## config.mk

```make
export PLATFORM = sky130hd
export DESIGN_NAME = spi_rb_bridge
export DESIGN_NICKNAME = d
export VERILOG_FILES = /design/src/rtl/spi_rb_bridge.sv
export SDC_FILE = /design/constraint.sdc
export NUM_CORES = 1
export LEC_CHECK = 0
export CAP_MARGIN = 10
export CORE_MARGIN = 5
export CORE_UTILIZATION = 53
export CTS_CLUSTER_DIAMETER = 100
export DETAILED_ROUTE_END_ITERATION = 16
export GPL_TIMING_DRIVEN = 0
export HOLD_SLACK_MARGIN = 0.08
export PLACE_DENSITY = 0.79
export SETUP_SLACK_MARGIN = 0.4
export SLEW_MARGIN = 20
export SYNTH_ARGS = -nofsm -noshare
export SYNTH_HDL_FRONTEND = slang
export SYNTH_SLANG_ARGS = --single-unit
```

## constraint.sdc

```tcl
create_clock -name clk -period 2.47 [get_ports clk]
set_input_delay 0.3705 -clock clk [delete_from_list [all_inputs] [get_ports clk]]
set_output_delay 0.3705 -clock clk [all_outputs]
set_load 0.05 [all_outputs]
```

## src/rtl/spi_rb_bridge.sv

```systemverilog
// spi_rb_bridge
// SPI slave (mode 0, MSB first) that acts as master of the toi2s register-bank bus.
// A frame is: command byte, address byte, then one or more data bytes. The address
// auto-increments after each data byte. Command 0x02 is a write and 0x03 is a read.
// Any other command is ignored until chip select is released.
// The SPI pins are asynchronous. They are synchronised and oversampled in the clk
// domain, so SCK high and low phases must each last at least 8 clk periods.
//
// Ports
//   clk            system clock
//   resetb         synchronous, active-low reset
//   spi_csn        SPI chip select, active low (async)
//   spi_sck        SPI clock, idle low (async)
//   spi_mosi       SPI data in (async)
//   spi_miso       SPI data out (tx_sr[7] during read data, else 0)
//   spi_miso_oe    MISO output enable, high while synchronised csn is low
//   address        register-bus address
//   data_write_in  register-bus write data
//   data_read_out  register-bus read data, valid 1 clk after address changes
//   reg_en         high while a frame is active
//   write_en       single-clk write strobe
module spi_rb_bridge #(
    parameter int ADR_BITS    = 8,
    parameter int SYNC_STAGES = 2
) (
    input  logic                clk,
    input  logic                resetb,
    input  logic                spi_csn,
    input  logic                spi_sck,
    input  logic                spi_mosi,
    output logic                spi_miso,
    output logic                spi_miso_oe,
    output logic [ADR_BITS-1:0] address,
    output logic [7:0]          data_write_in,
    input  logic [7:0]          data_read_out,
    output logic                reg_en,
    output logic                write_en
);

    localparam int NEW = SYNC_STAGES - 2;
    localparam int OLD = SYNC_STAGES - 1;

    localparam logic [7:0] CMD_WRITE = 8'h02;
    localparam logic [7:0] CMD_READ  = 8'h03;

    typedef enum logic [2:0] {
        IDLE,
        CMD,
        ADDR,
        WDATA,
        RDATA,
        IGNORE
    } state_t;

    state_t state, state_nxt;

    logic [SYNC_STAGES-1:0] csn_sync, sck_sync, mosi_sync;
    logic                   csn_fall, csn_rise, sck_rise, sck_fall, mosi_bit;
    logic [2:0]             bit_cnt;
    logic [7:0]             rx_sr, tx_sr, rx_byte;
    logic                   rd_mode;
    logic                   frame_on, byte_done;
    logic                   rd_ld_p0, rd_ld_p1, rd_inc_p0;
    logic                   miso_oe_q;

    // Input synchronisers. csn resets low so that leaving reset while a frame is
    // still in progress cannot create a csn_fall. The bridge then waits for the
    // next real chip-select assertion.
    always_ff @(posedge clk) begin
        if (!resetb) begin
            csn_sync  <= '0;
            sck_sync  <= '0;
            mosi_sync <= '0;
        end else begin
            csn_sync  <= {csn_sync[SYNC_STAGES-2:0], spi_csn};
            sck_sync  <= {sck_sync[SYNC_STAGES-2:0], spi_sck};
            mosi_sync <= {mosi_sync[SYNC_STAGES-2:0], spi_mosi};
        end
    end

    assign csn_fall = csn_sync[OLD] & ~csn_sync[NEW];
    assign csn_rise = ~csn_sync[OLD] & csn_sync[NEW];
    assign sck_rise = ~sck_sync[OLD] & sck_sync[NEW];
    assign sck_fall = sck_sync[OLD] & ~sck_sync[NEW];
    assign mosi_bit = mosi_sync[NEW];

    // A csn_fall that coincides with the first sck_rise still opens the frame.
    // In that case the same edge is counted as bit 7 of the command byte.
    assign frame_on  = (state != IDLE) || csn_fall;
    assign rx_byte   = {rx_sr[6:0], mosi_bit};
    assign byte_done = sck_rise && (bit_cnt == 3'd7) && (state != IDLE);

    always_ff @(posedge clk) begin
        if (!resetb) begin
            state <= IDLE;
        end else begin
            state <= state_nxt;
        end
    end

    always_comb begin
        state_nxt = state;
        case (state)
            IDLE:    if (csn_fall) state_nxt = CMD;
            CMD:     if (byte_done) begin
                         if (rx_byte == CMD_WRITE || rx_byte == CMD_READ) state_nxt = ADDR;
                         else                                            state_nxt = IGNORE;
                     end
            ADDR:    if (byte_done) state_nxt = rd_mode ? RDATA : WDATA;
            default: state_nxt = state;
        endcase
        if (csn_rise) state_nxt = IDLE;
    end

    always_ff @(posedge clk) begin
        if (!resetb) begin
            bit_cnt       <= 3'd0;
            rx_sr         <= 8'h00;
            tx_sr         <= 8'h00;
            rd_mode       <= 1'b0;
            address       <= '0;
            data_write_in <= 8'h00;
            write_en      <= 1'b0;
            rd_ld_p0      <= 1'b0;
            rd_ld_p1      <= 1'b0;
            rd_inc_p0     <= 1'b0;
            miso_oe_q     <= 1'b0;
        end else begin
            write_en  <= 1'b0;
            rd_ld_p0  <= 1'b0;
            rd_inc_p0 <= 1'b0;
            rd_ld_p1  <= rd_ld_p0;

            if (csn_fall) miso_oe_q <= 1'b1;
            if (csn_rise) miso_oe_q <= 1'b0;

            // Releasing chip select throws away any partial byte.
            if (csn_rise) begin
                bit_cnt <= 3'd0;
            end else if (sck_rise && frame_on) begin
                bit_cnt <= bit_cnt + 3'd1;
                rx_sr   <= rx_byte;
            end

            // The first fall after a byte boundary leaves bit 7 on MISO for the
            // master's next rising edge.
            if (sck_fall && frame_on && bit_cnt != 3'd0) tx_sr <= {tx_sr[6:0], 1'b0};

            if (byte_done) begin
                case (state)
                    CMD:   rd_mode <= (rx_byte == CMD_READ);
                    ADDR:  begin
                               address  <= ADR_BITS'(rx_byte);
                               rd_ld_p0 <= rd_mode;
                           end
                    WDATA: begin
                               data_write_in <= rx_byte;
                               write_en      <= 1'b1;
                           end
                    RDATA: begin
                               tx_sr     <= data_read_out;
                               rd_inc_p0 <= 1'b1;
                           end
                    default: ;
                endcase
            end

            // Stage p1 of the first-read prefetch. The bus data for the new
            // address is valid now, so capture it and move on to the next address.
            if (rd_ld_p1) begin
                tx_sr   <= data_read_out;
                address <= address + ADR_BITS'(1);
            end

            // Post-byte increment. It runs after a write strobe or after a read
            // capture, and wraps naturally at the top of the address space.
            if (rd_inc_p0 || write_en) address <= address + ADR_BITS'(1);
        end
    end

    assign reg_en      = (state != IDLE);
    assign spi_miso    = (state == RDATA) ? tx_sr[7] : 1'b0;
    assign spi_miso_oe = miso_oe_q;

endmodule

```

==> impl_metrics.ini <==
[cells_and_area]
stdcell_count = 322
fillers = 349
nNetsFinal = 288
syn_to_final_growth_pct = 23.61
n_antenna_cell = 0
drive_gt1_frac = 0.08824

[synth]
synth.distinct_cells = 43
synth_nets = 249
post-synth-top-count-cell = dfxtp_1
synth_top_area_cell = dfxtp_1
synth_fa_ha_area_frac = 0.02338
seq_area_frac_synth = 0.4489
synth_mux_area_frac = 0.1169
synth_commonest_cells = 48 x dfxtp_1, 29 x nor2_1, 25 x mux2i_1
synth_area_per_cell_um2 = 9.228
synthFlopType = dfxtp_1
synth_top_family_by_area = simple AND/OR/NAND/NOR gates
yosys.area_share.xor_xnor = 0.004091
async_flop_share = 0
synth_area_mm2 = 0.002141
yosys_warnings = 0
synth_cells = 232
synth.area.top_cells = dfxtp_1 45%, mux2i_1 12%, nor2_1 5.1%, a21oi_1 4.2%, o21ai_0 3.7%
ys_ff_latch = 48
synth_top_area_frac = 0.4489
synth_simple_gate_area_frac = 0.2086
synth-edff-count = 0
synth_compound_gate_area_share = 0.1596

[min_path]
whs_path_depth = 1
hp-class = reg -> reg

[floorplanning]
ios = 33
initial_core_util = 0.5391
placementRows = 23
core_area_mm2 = 0.003971
die_w_um = 73.56
die_h_um = 73.56
die_area_mm2 = 0.005410

[power_and_ir_drop]
power.clock.fraction = 0.396
p_total_mw = 1.439
combPwrFrac = 0.057
p_int_mw = 1.122
power_density_mw_per_mm2 = 543.8
swShare = 0.2202
ir_drop_v = 0.0004867
leakage_nw = 0.9467
sequentialPowerShare = 0.547
net-switching-power_uw = 316.8

[grt]
grt_overflow_total = 0
grt.total_usage = 0.1789
grt_pass1_wl_um = 7479
antenna_found_initial = 0
grt_max_degree = 17
grt_pass1_vias = 1634

[routing]
route.vias.total = 1815
ant_nets = 0
drc = 0
avgViaCountPerCell = 5.637
drt_wl_total_um = 4455
wire_per_inst_um = 13.84
drt-pass1-iter-count = 4
first_iter_violations = 128

[timing]
worst_pin_slew_ps = 721.5
relSlewSlack = 0.5190
fin_worst_skew_ps = 8.074
hold_viol = 0
fmax_mhz = 509.8
tns_ps = 0
hold_ws_ps = 440.5
finalCriticalPeriod_ps = 1961
rsz0062_at_grt = yes
fin_crit_sh = 0.7941
drv_slew = 0
fin_ws_ps = 508.5
finalSetupViolations = 0

[setup_path]
worstRegToRegCells = 7
cp_cell_sequence = ha_1 -> ha_1 -> and3b_1 -> a31oi_2 -> clkbuf_2 -> o21ai_0 -> a21oi_1
crit_path_start_kind = flip-flop
critPathSlowestCell = a31oi_2
cp-end-kind = flip-flop
crit_top_cell = ha_1
critPathMaxFanout = 10
cp_top_family = compound AO/OA/AOI/OAI gates
crit_cells = 7
worst_path_largest_cell_delay_ps = 370
cp.required_ps = 2700
worstPathArrival_ps = 2190
worst-path-buf-inv = 1
worstSetupPathType = reg -> reg

[clocking]
numCtsBuffers = 5
clockRootBuffer = clkbuf_8
clkLatencyLatePin_ps = 300
clk_pin_slew_ps = 90
clockBufferDepth = 2
cts_setup_buffers = 0
h-tree-depth = 2
cts_sinks = 48
cts_tree = built

[placed_design]
place.gp.congestion = 0.8598
io_buffers = 32
dp_cells = 314
dp_hpwl_um = 3283
place_ws_ps = 312.1

[status]
outcome = finished, final reports clean

[run]
drv_cap = 0
[stage by stage]
step           instance area (µm²)    util
2_1_floorplan                 2141       -
3_3_place_gp                  2524  0.6355
3_5_place_dp                  2524  0.6355
4_1_cts                       2643  0.6654
5_1_grt                       2646  0.6664
6_report                      2646  0.6664
[final cells by class]
cell class / instances / area, µm² / area share
flip-flops and latches: 48 / 960.9 / 0.3631
well taps: 50 / 62.56 / 0.02364
clock inverters: 3 / 46.29 / 0.01749
repair buffers: 32 / 310.3 / 0.1173
inverters: 8 / 30.03 / 0.01135
multi-input cells: 165 / 1114 / 0.4208
clock buffers: 5 / 68.82 / 0.02600
plain buffers: 11 / 53.80 / 0.02033
[kinds of logic after synthesis]
logic type,Yosys count
buffers and inverters,19
xor gates and xnor gates,1
muxes,25
adders and majority gates,4
and+or+nand+nor,83
AOI/OAI and AO/OA,52
DFF,48
[path summary, 6_finish.rpt]
kind	end	from	slack, ps
setup reg to reg	tx_sr[7]	bit_cnt[0]	510
hold / removal	rd_ld_p1	rd_ld_p0	440
setup / recovery	tx_sr[7]	bit_cnt[0]	510
hold reg to reg	rd_ld_p1	rd_ld_p0	440
[cells in the final DEF (no fill, tap or decap), drive strengths merged, types with 4 or more instances in the layout]
cell,count
nor3,4
mux2i,25
nand2b,4
a31oi,5
clkdlybuf4s50,30
ha,4
a21oi,18
dfxtp,48
o21ai,16
buf,4
clkbuf,14
nand2,12
nor2,29
inv,9
and3,5
and2,8
[power groups by stage]
stage | clock network [mW] | logic [mW] | registers [mW]
3_3_place_gp | 0 | 0.0804 | 0.804
6_report | 0.571 | 0.0817 | 0.787
5_1_grt | 0.625 | 0.0892 | 0.788
4_1_cts | 0.584 | 0.0812 | 0.787
2_1_floorplan | 0 | 0.0462 | 0.805
3_5_place_dp | 0 | 0.0815 | 0.805
[layer usage]
metal | part of all wire | GRT usage | vias to the layer above
li1 | - | - | 905
met1 | 0.47 | 0.2479 | 850
met2 | 0.46 | 0.2648 | 55
met3 | 0.060 | 0.04378 | 5
met4 | 0.016 | 0.07445 | 0
met5 | 0 | 0 | -
[sequential cells by signal, indices dropped and copies added (netlist names)]
register	flops
address	8
bit_cnt	3
csn_sync	2
data_write_in	8
mosi_sync	1
rd_inc_p0	1
rd_ld_p0	1
rd_ld_p1	1
rd_mode	1
rx_sr	7
sck_sync	2
spi_miso_oe	1
state	3
tx_sr	8
write_en	1
[repair_timing]
| item | 4_1_cts | 5_1_grt |
|---|---|---|
| resized for setup | 3 | 8 |
| endpoints found under the setup margin | 10 | 13 |
| endpoints found under the hold margin | 0 | 0 |
| hold buffers | 0 | 0 |
No activity file was read; power rests on OpenSTA's default activity.
